<file path="config.mk">
export PLATFORM = sky130hd
export DESIGN_NAME = trisc_core
export DESIGN_NICKNAME = d
export VERILOG_FILES = /design/src/rtl/trisc_pkg.sv /design/src/rtl/trisc_alu.sv /design/src/rtl/trisc_core.sv
export SDC_FILE = /design/constraint.sdc
export NUM_CORES = 1
export LEC_CHECK = 0
export ABC_AREA = 1
export CAP_MARGIN = 20
export CORE_MARGIN = 2
export CORE_UTILIZATION = 55
export DETAILED_ROUTE_END_ITERATION = 12
export DONT_BUFFER_PORTS = 1
export PLACE_DENSITY = 0.81
export SLEW_MARGIN = 20
export SYNTH_ARGS = -nofsm -noshare
export SYNTH_HDL_FRONTEND = slang
export SYNTH_SLANG_ARGS = --single-unit
export TNS_END_PERCENT = 20
</file>
<file path="constraint.sdc">
create_clock -name clock -period 2.4 [get_ports clock]
set_input_delay 0.48 -clock clock [delete_from_list [all_inputs] [get_ports clock]]
set_output_delay 0.48 -clock clock [all_outputs]
set_load 0.1 [all_outputs]
</file>
<file path="src/rtl/trisc_pkg.sv">
`default_nettype none
// +----------------------------------------------------------------------------+
// | Module   : trisc_pkg                                                       |
// | Purpose  : Shared definitions for the TRISC core: opcode field width,     |
// |            opcode values and the controller state type.                   |
// | Revision : 1.0  initial parametrised release                              |
// +----------------------------------------------------------------------------+
package trisc_pkg;

  localparam int OPC_W = 4;

  localparam logic [OPC_W-1:0] OP_NOP = 4'h0;
  localparam logic [OPC_W-1:0] OP_LDI = 4'h1;
  localparam logic [OPC_W-1:0] OP_LDA = 4'h2;
  localparam logic [OPC_W-1:0] OP_STA = 4'h3;
  localparam logic [OPC_W-1:0] OP_ADD = 4'h4;
  localparam logic [OPC_W-1:0] OP_SUB = 4'h5;
  localparam logic [OPC_W-1:0] OP_AND = 4'h6;
  localparam logic [OPC_W-1:0] OP_OR  = 4'h7;
  localparam logic [OPC_W-1:0] OP_XOR = 4'h8;
  localparam logic [OPC_W-1:0] OP_NOT = 4'h9;
  localparam logic [OPC_W-1:0] OP_SHL = 4'hA;
  localparam logic [OPC_W-1:0] OP_SHR = 4'hB;
  localparam logic [OPC_W-1:0] OP_JMP = 4'hC;
  localparam logic [OPC_W-1:0] OP_JZ  = 4'hD;
  localparam logic [OPC_W-1:0] OP_JC  = 4'hE;
  localparam logic [OPC_W-1:0] OP_HLT = 4'hF;

  typedef enum logic [2:0] {
    IDLE   = 3'd0,
    FETCH  = 3'd1,
    DECODE = 3'd2,
    EXEC   = 3'd3,
    WB     = 3'd4,
    HALT   = 3'd5
  } state_t;

endpackage
`default_nettype wire

</file>
<file path="src/rtl/trisc_alu.sv">
`default_nettype none
// +----------------------------------------------------------------------------+
// | Module   : trisc_alu                                                       |
// | Purpose  : Combinational accumulator ALU for the TRISC core.              |
// | Ports    : opcode      - IR opcode field                                  |
// |            acc         - current accumulator                              |
// |            operand     - IR operand field K                               |
// |            carry_in    - current carry flag                               |
// |            result      - new accumulator value                            |
// |            carry_out   - new carry flag value                             |
// |            write_acc   - op writes acc (and therefore zero)               |
// |            write_carry - op writes carry                                  |
// | Revision : 1.0  initial parametrised release                              |
// +----------------------------------------------------------------------------+
module trisc_alu
  import trisc_pkg::*;
#(
  parameter int DATA_W = 4
) (
  input  logic [OPC_W-1:0]  opcode,
  input  logic [DATA_W-1:0] acc,
  input  logic [DATA_W-1:0] operand,
  input  logic              carry_in,
  output logic [DATA_W-1:0] result,
  output logic              carry_out,
  output logic              write_acc,
  output logic              write_carry
);

  logic [DATA_W:0] w_sum;

  always_comb begin
    result      = acc;
    carry_out   = carry_in;
    write_acc   = 1'b0;
    write_carry = 1'b0;
    w_sum       = {1'b0, acc} + {1'b0, operand};
    case (opcode)
      OP_LDI: begin result = operand;       write_acc = 1'b1; end
      OP_ADD: begin
        result      = w_sum[DATA_W-1:0];
        carry_out   = w_sum[DATA_W];
        write_acc   = 1'b1;
        write_carry = 1'b1;
      end
      OP_SUB: begin
        result      = acc - operand;
        carry_out   = (acc < operand);   // borrow
        write_acc   = 1'b1;
        write_carry = 1'b1;
      end
      OP_AND: begin result = acc & operand; write_acc = 1'b1; end
      OP_OR:  begin result = acc | operand; write_acc = 1'b1; end
      OP_XOR: begin result = acc ^ operand; write_acc = 1'b1; end
      OP_NOT: begin result = ~acc;          write_acc = 1'b1; end
      OP_SHL: begin
        result      = {acc[DATA_W-2:0], 1'b0};
        carry_out   = acc[DATA_W-1];
        write_acc   = 1'b1;
        write_carry = 1'b1;
      end
      OP_SHR: begin
        result      = {1'b0, acc[DATA_W-1:1]};
        carry_out   = acc[0];
        write_acc   = 1'b1;
        write_carry = 1'b1;
      end
      default: ;  // NOP, LDA (written in WB), STA, jumps, HLT
    endcase
  end

endmodule
`default_nettype wire

</file>
<file path="src/rtl/trisc_core.sv">
`default_nettype none
// +----------------------------------------------------------------------------+
// | Module   : trisc_core                                                      |
// | Purpose  : Parametrised TRISC accumulator machine: PC, IR, accumulator,   |
// |            flags, FSM controller and internal program/data RAM.           |
// | Ports    : clock, reset_n        - clock / async active-low reset         |
// |            run, step             - free-run level / single-step pulse     |
// |            prog_en, prog_we,                                              |
// |            prog_addr, prog_data  - program-load port                      |
// |            mem_q                 - registered RAM read data               |
// |            pc, acc, opcode       - architectural state                    |
// |            carry, zero           - flags                                  |
// |            halted, busy          - controller status                      |
// | Revision : 1.0  initial parametrised release                              |
// +----------------------------------------------------------------------------+
module trisc_core
  import trisc_pkg::*;
#(
  parameter int DATA_W = 4,
  parameter int ADDR_W = 4
) (
  input  logic                    clock,
  input  logic                    reset_n,
  input  logic                    run,
  input  logic                    step,
  input  logic                    prog_en,
  input  logic                    prog_we,
  input  logic [ADDR_W-1:0]       prog_addr,
  input  logic [OPC_W+DATA_W-1:0] prog_data,
  output logic [OPC_W+DATA_W-1:0] mem_q,
  output logic [ADDR_W-1:0]       pc,
  output logic [DATA_W-1:0]       acc,
  output logic [OPC_W-1:0]        opcode,
  output logic                    carry,
  output logic                    zero,
  output logic                    halted,
  output logic                    busy
);

  localparam int WORD_W = OPC_W + DATA_W;
  localparam int DEPTH  = 1 << ADDR_W;

  state_t              r_state, w_nextState;
  logic [ADDR_W-1:0]   r_pc;
  logic [WORD_W-1:0]   r_ir;
  logic [DATA_W-1:0]   r_acc;
  logic                r_carry, r_zero;
  logic [WORD_W-1:0]   r_memQ;
  logic [WORD_W-1:0]   r_mem [DEPTH];

  logic [OPC_W-1:0]    w_irOp;
  logic [DATA_W-1:0]   w_irK;
  logic [ADDR_W-1:0]   w_irAddr;
  logic [ADDR_W-1:0]   w_memAddr;
  logic [WORD_W-1:0]   w_memWdata;
  logic                w_memWe;
  logic                w_jump;
  logic [DATA_W-1:0]   w_aluResult;
  logic                w_aluCarry, w_aluWriteAcc, w_aluWriteCarry;

  assign w_irOp   = r_ir[WORD_W-1:DATA_W];
  assign w_irK    = r_ir[DATA_W-1:0];
  assign w_irAddr = w_irK[ADDR_W-1:0];

  trisc_alu #(.DATA_W(DATA_W)) u_alu (
    .opcode      (w_irOp),
    .acc         (r_acc),
    .operand     (w_irK),
    .carry_in    (r_carry),
    .result      (w_aluResult),
    .carry_out   (w_aluCarry),
    .write_acc   (w_aluWriteAcc),
    .write_carry (w_aluWriteCarry)
  );

  assign w_jump = (w_irOp == OP_JMP) ||
                  ((w_irOp == OP_JZ) && r_zero) ||
                  ((w_irOp == OP_JC) && r_carry);

  // RAM port ownership: program port wins; EXEC addresses the operand (LDA/STA),
  // every other state addresses pc so the FETCH read lands in mem_q for DECODE.
  always_comb begin
    w_memAddr  = r_pc;
    w_memWe    = 1'b0;
    w_memWdata = {{OPC_W{1'b0}}, r_acc};
    if (prog_en) begin
      w_memAddr  = prog_addr;
      w_memWe    = prog_we;
      w_memWdata = prog_data;
    end else if (r_state == EXEC) begin
      w_memAddr = w_irAddr;
      w_memWe   = (w_irOp == OP_STA);
    end
  end

  // RAM array has no reset; contents survive reset_n.
  always_ff @(posedge clock) begin
    if (w_memWe) r_mem[w_memAddr] <= w_memWdata;
  end

  always_ff @(posedge clock or negedge reset_n) begin
    if (!reset_n) r_memQ <= '0;
    else          r_memQ <= r_mem[w_memAddr];
  end

  always_ff @(posedge clock or negedge reset_n) begin
    if (!reset_n) r_state <= IDLE;
    else          r_state <= w_nextState;
  end

  always_comb begin
    w_nextState = r_state;
    if (prog_en) begin
      w_nextState = IDLE;
    end else begin
      case (r_state)
        IDLE:    if (run || step) w_nextState = FETCH;
        FETCH:   w_nextState = DECODE;
        DECODE:  w_nextState = EXEC;
        EXEC: begin
          if (w_irOp == OP_LDA)      w_nextState = WB;
          else if (w_irOp == OP_HLT) w_nextState = HALT;
          else                       w_nextState = run ? FETCH : IDLE;
        end
        WB:      w_nextState = run ? FETCH : IDLE;
        HALT:    w_nextState = HALT;
        default: w_nextState = IDLE;
      endcase
    end
  end

  // Architectural registers. prog_en aborts any in-flight update.
  always_ff @(posedge clock or negedge reset_n) begin
    if (!reset_n) begin
      r_pc    <= '0;
      r_ir    <= '0;
      r_acc   <= '0;
      r_carry <= 1'b0;
      r_zero  <= 1'b1;
    end else if (prog_en) begin
      r_pc <= '0;
    end else begin
      case (r_state)
        DECODE: begin
          r_ir <= r_memQ;
          r_pc <= r_pc + ADDR_W'(1);
        end
        EXEC: begin
          if (w_aluWriteAcc) begin
            r_acc  <= w_aluResult;
            r_zero <= (w_aluResult == '0);
          end
          if (w_aluWriteCarry) r_carry <= w_aluCarry;
          if (w_jump)          r_pc    <= w_irAddr;
        end
        WB: begin
          r_acc  <= r_memQ[DATA_W-1:0];
          r_zero <= (r_memQ[DATA_W-1:0] == '0);
        end
        default: ;
      endcase
    end
  end

  assign mem_q  = r_memQ;
  assign pc     = r_pc;
  assign acc    = r_acc;
  assign opcode = w_irOp;
  assign carry  = r_carry;
  assign zero   = r_zero;
  assign halted = (r_state == HALT);
  assign busy   = (r_state == FETCH) || (r_state == DECODE) ||
                  (r_state == EXEC)  || (r_state == WB);

endmodule
`default_nettype wire

</file>
==> flow_metrics.py <==
metrics = {
    "synthesis": {
        "synth-main-ff-cell": "sky130_fd_sc_hd__edfxtp_1",
        "synth_top_family_by_area": "simple AND/OR/NAND/NOR gates",
        "synth.area.top_cells": "sky130_fd_sc_hd__edfxtp_1, sky130_fd_sc_hd__nand2_1, sky130_fd_sc_hd__dfrtp_1, sky130_fd_sc_hd__nand3_1, sky130_fd_sc_hd__nor2_1",
        "synthesis.area_mm2": 0.00780,
        "synth-seq-area-share_pct": 58.6,
        "synth_area_leader_cell": "sky130_fd_sc_hd__edfxtp_1",
        "synth_area_in_compound_gates_pct": 4.48,
        "synthCells": 870,
        "synth-async-reset-ratio_pct": 18.5,
        "yosysMostFrequentCell": "sky130_fd_sc_hd__nand2_1",
        "postSynthRegisterBits": 157,
        "post_synth_num_cell_types": 35,
        "yosys-mux-area-fraction_pct": 0,
        "yosys.area_share.xor_xnor_pct": 0,
        "mean_syn_cell_area_um2": 8.96,
        "synth_common_cells": "sky130_fd_sc_hd__nand2_1, sky130_fd_sc_hd__edfxtp_1, sky130_fd_sc_hd__nand3_1",
        "synth_adder_area_share_pct": 2.60,
        "post_synth_and_or_nand_nor_area_fraction_pct": 28.3,
        "netlist.area_leader.share_pct": 49.3,
        "syn-num-nets": 903,
        "synth_warnings": 0,
        "synth-edff-count": 128,
    },
    "sta": {
        "fin_crit_ns": 2.29,
        "fin_skew_ns": 0.00903,
        "final-hold-violation-count": 0,
        "timing.final.max_slew_violations": 0,
        "min_period_over_period_pct": 95.3,
        "timing.hold.ws_ns": 0.112,
        "grt_setup_unrepaired": "false",
        "setup_viol": 0,
        "final.setup.worst_slack_ns": 0.112,
        "max_slew_margin_pct": 49.8,
        "worst-slew-pin-transition_ns": 0.752,
        "timing.fmax_mhz": 437,
    },
    "place": {
        "placed_cell_area_mm2": 0.00829,
        "gp_congestion": 0.986,
        "number_of_port_buffers": 0,
        "dpl.hpwl_um": 12600,
        "placement.setup.worst_slack_ns": 0.221,
    },
    "worst_setup_path": {
        "worstPathMaxFanout": 7,
        "cell_type_of_the_slowest_stage_on_the_worst_timing_path": "sky130_fd_sc_hd__dfrtp_1",
        "worstPathCellList": "inv_2 > nand2_1 > nor2_2 > inv_1 > nand3_1 > buf_4",
        "worst_setup_path_start_kind": "flop",
        "setup.worst_path.class": "reg2out",
        "setup.worst_path.end_class": "output port",
        "cp.required_ns": 1.92,
        "setup.reg_to_reg.worst_slack_ns": 0.20,
        "timing.critical_path.slowest_cell_delay_ns": 0.39,
        "critPathArrivalTime_ns": 1.81,
    },
    "die": {
        "fp.dieW_um": 123,
        "core_region_area_mm2": 0.0139,
        "row_count": 43,
        "die-area_mm2": 0.0151,
        "initial_utilization_pct": 56.2,
        "fp.dieH_um": 123,
        "top_level_ports": 42,
    },
    "power": {
        "vdd_drop_max_mv": 0.705,
        "power.density_mw_per_mm2": 1200,
        "reported_leakage_power_nw": 4.02,
    },
    "grt": {
        "initial_antenna_violation_count": 0,
        "global_route.overflow_total": 0,
        "grt_max_degree": 67,
        "grtUsageMet2_pct": 45.7,
        "global_route.usage.met1_pct": 33.7,
        "grtUsageTotal_pct": 27.7,
        "grtUsageMet3_pct": 7.38,
        "wire_length_of_the_first_global_routing_pass_um": 31100,
        "via_count_of_the_first_global_routing_pass": 6238,
        "top_usage_layer": "met2",
    },
    "final_layout": {
        "fill_cells": 1084,
        "areaGrowthSynthToFinish_pct": 14.5,
        "final_area_mm2": 0.00892,
        "drive_gt1_share_pct": 13.1,
        "sequential_cell_area_mm2": 0.00458,
        "fin_nets": 948,
        "area_of_combinational_cells_with_multiple_inputs_mm2": 0.00277,
        "insertedDiodeCount": 0,
    },
    "drt": {
        "route.antenna.remaining_nets": 0,
        "route.detailed.drc": 0,
        "drt_iter0_drc": 593,
        "detailed_route_wl_um": 19500,
        "detailedRoute.firstPassIterationCount": 5,
        "route.detailed.vias_per_inst": 5.54,
        "post_drt_wl_per_cell_um": 17.6,
        "route.vias.total": 6136,
    },
    "cts": {
        "clk_path_buf_depth": 2,
        "h-tree-depth": 4,
        "cts_tree": "built",
        "insertion_delay_ns": 0.43,
        "post_cts.repair.setup_buffers": 0,
        "clk_pin_slew_worst_paths_ns": 0.06,
        "cts.root.buffer_cell": "sky130_fd_sc_hd__clkbuf_16",
        "cts_inserted_buffers": 17,
        "cts_sink_count": 157,
    },
    "outcome": {
        "outcome": "complete, no violations",
    },
    "run": {
        "drv_cap": 0,
    },
    "worst_hold_path": {
        "min_path_type": "in2reg",
    },
}
[power by group]
part | switching [mW] | internal (mW) | leakage [nW]
Clock | 1.07 | 1.63 | 0.286
Sequential | 0.183 | 3.28 | 1.51
Combinational | 3.44 | 1.12 | 2.22
Total | 4.70 | 6.03 | 4.02
[sequential cells by signal (all words and copies together) (netlist names)]
name and cells:
r_ir 8, acc 4, pc 4, r_mem 128, r_state 3, zero 1
mem_q 8, carry 1
[final cells by class]
cell class,instances,share of cell area (%)
flip-flops and latches,157,51.3
inverters,64,2.69
multi-input cells,612,31.1
well taps,180,2.52
clock buffers,18,4.81
clock inverters,13,1.82
repair buffers,63,5.79
[repair_timing]
| item | CTS | global route |
|---|---|---|
| endpoints found under the hold margin | 29 | 0 |
| hold buffers | 2 | 0 |
| gates resized for setup | 1 | 2 |
| setup endpoints to repair | 1 | 9 |
[placed cells by master, fill, tap and decap left out, types with 8 or more instances in the layout]
master                      synthesis  final
sky130_fd_sc_hd__nand2_1          357    355
sky130_fd_sc_hd__dfrtp_1           28     24
sky130_fd_sc_hd__o21ai_0           19     15
sky130_fd_sc_hd__a21oi_1           25     25
sky130_fd_sc_hd__inv_2              8      8
sky130_fd_sc_hd__ha_1              13     13
sky130_fd_sc_hd__nor2_1            68     65
sky130_fd_sc_hd__inv_1             56     56
sky130_fd_sc_hd__buf_4              8     58
sky130_fd_sc_hd__nand3_1           91     91
sky130_fd_sc_hd__edfxtp_1         128    128
sky130_fd_sc_hd__clkbuf_16          0     17
[cell families after synthesis]
group                      Yosys count
buffers and inverters              101
and+or+nand+nor                    537
DFF                                157
adders and majority gates           15
AOI/OAI and AO/OA                   60
[through the flow]
stage	util [%]	instances	TNS, ns	power (mW)
floorplan	-	870	-2.32	6.86
global placement	59.7	1074	0	7.88
detailed placement	59.7	1074	0	7.94
CTS	64.2	1107	0	10.7
global route	64.3	1107	0	11.3
finish	64.3	1107	0	10.7
[critical path: cells and delay by family, from the launching register on]
kind / cells / cell delay, ns
flops: 1 / 0.39
buf+inv: 3 / 0.56
simple gates: 3 / 0.42
[path summary, 6_finish.rpt]
path	to	startpoint	depth (start not counted)
setup / recovery	busy	r_state[1]	6
hold / removal	r_state[1]	prog_en	1
setup reg to reg	r_mem[6][7]	r_state[2]	10
hold reg to reg	carry	carry	2
max in group asynchronous	zero	reset_n	2
min in group asynchronous	r_ir[5]	reset_n	2
[per-layer routing]
metal / up-vias / part of all wire, %
li1: 2937 / -
met1: 2849 / 39
met2: 282 / 49
met3: 68 / 8.5
met4: 0 / 4.0
met5: - / 0
(Power assumes the default switching activity.)
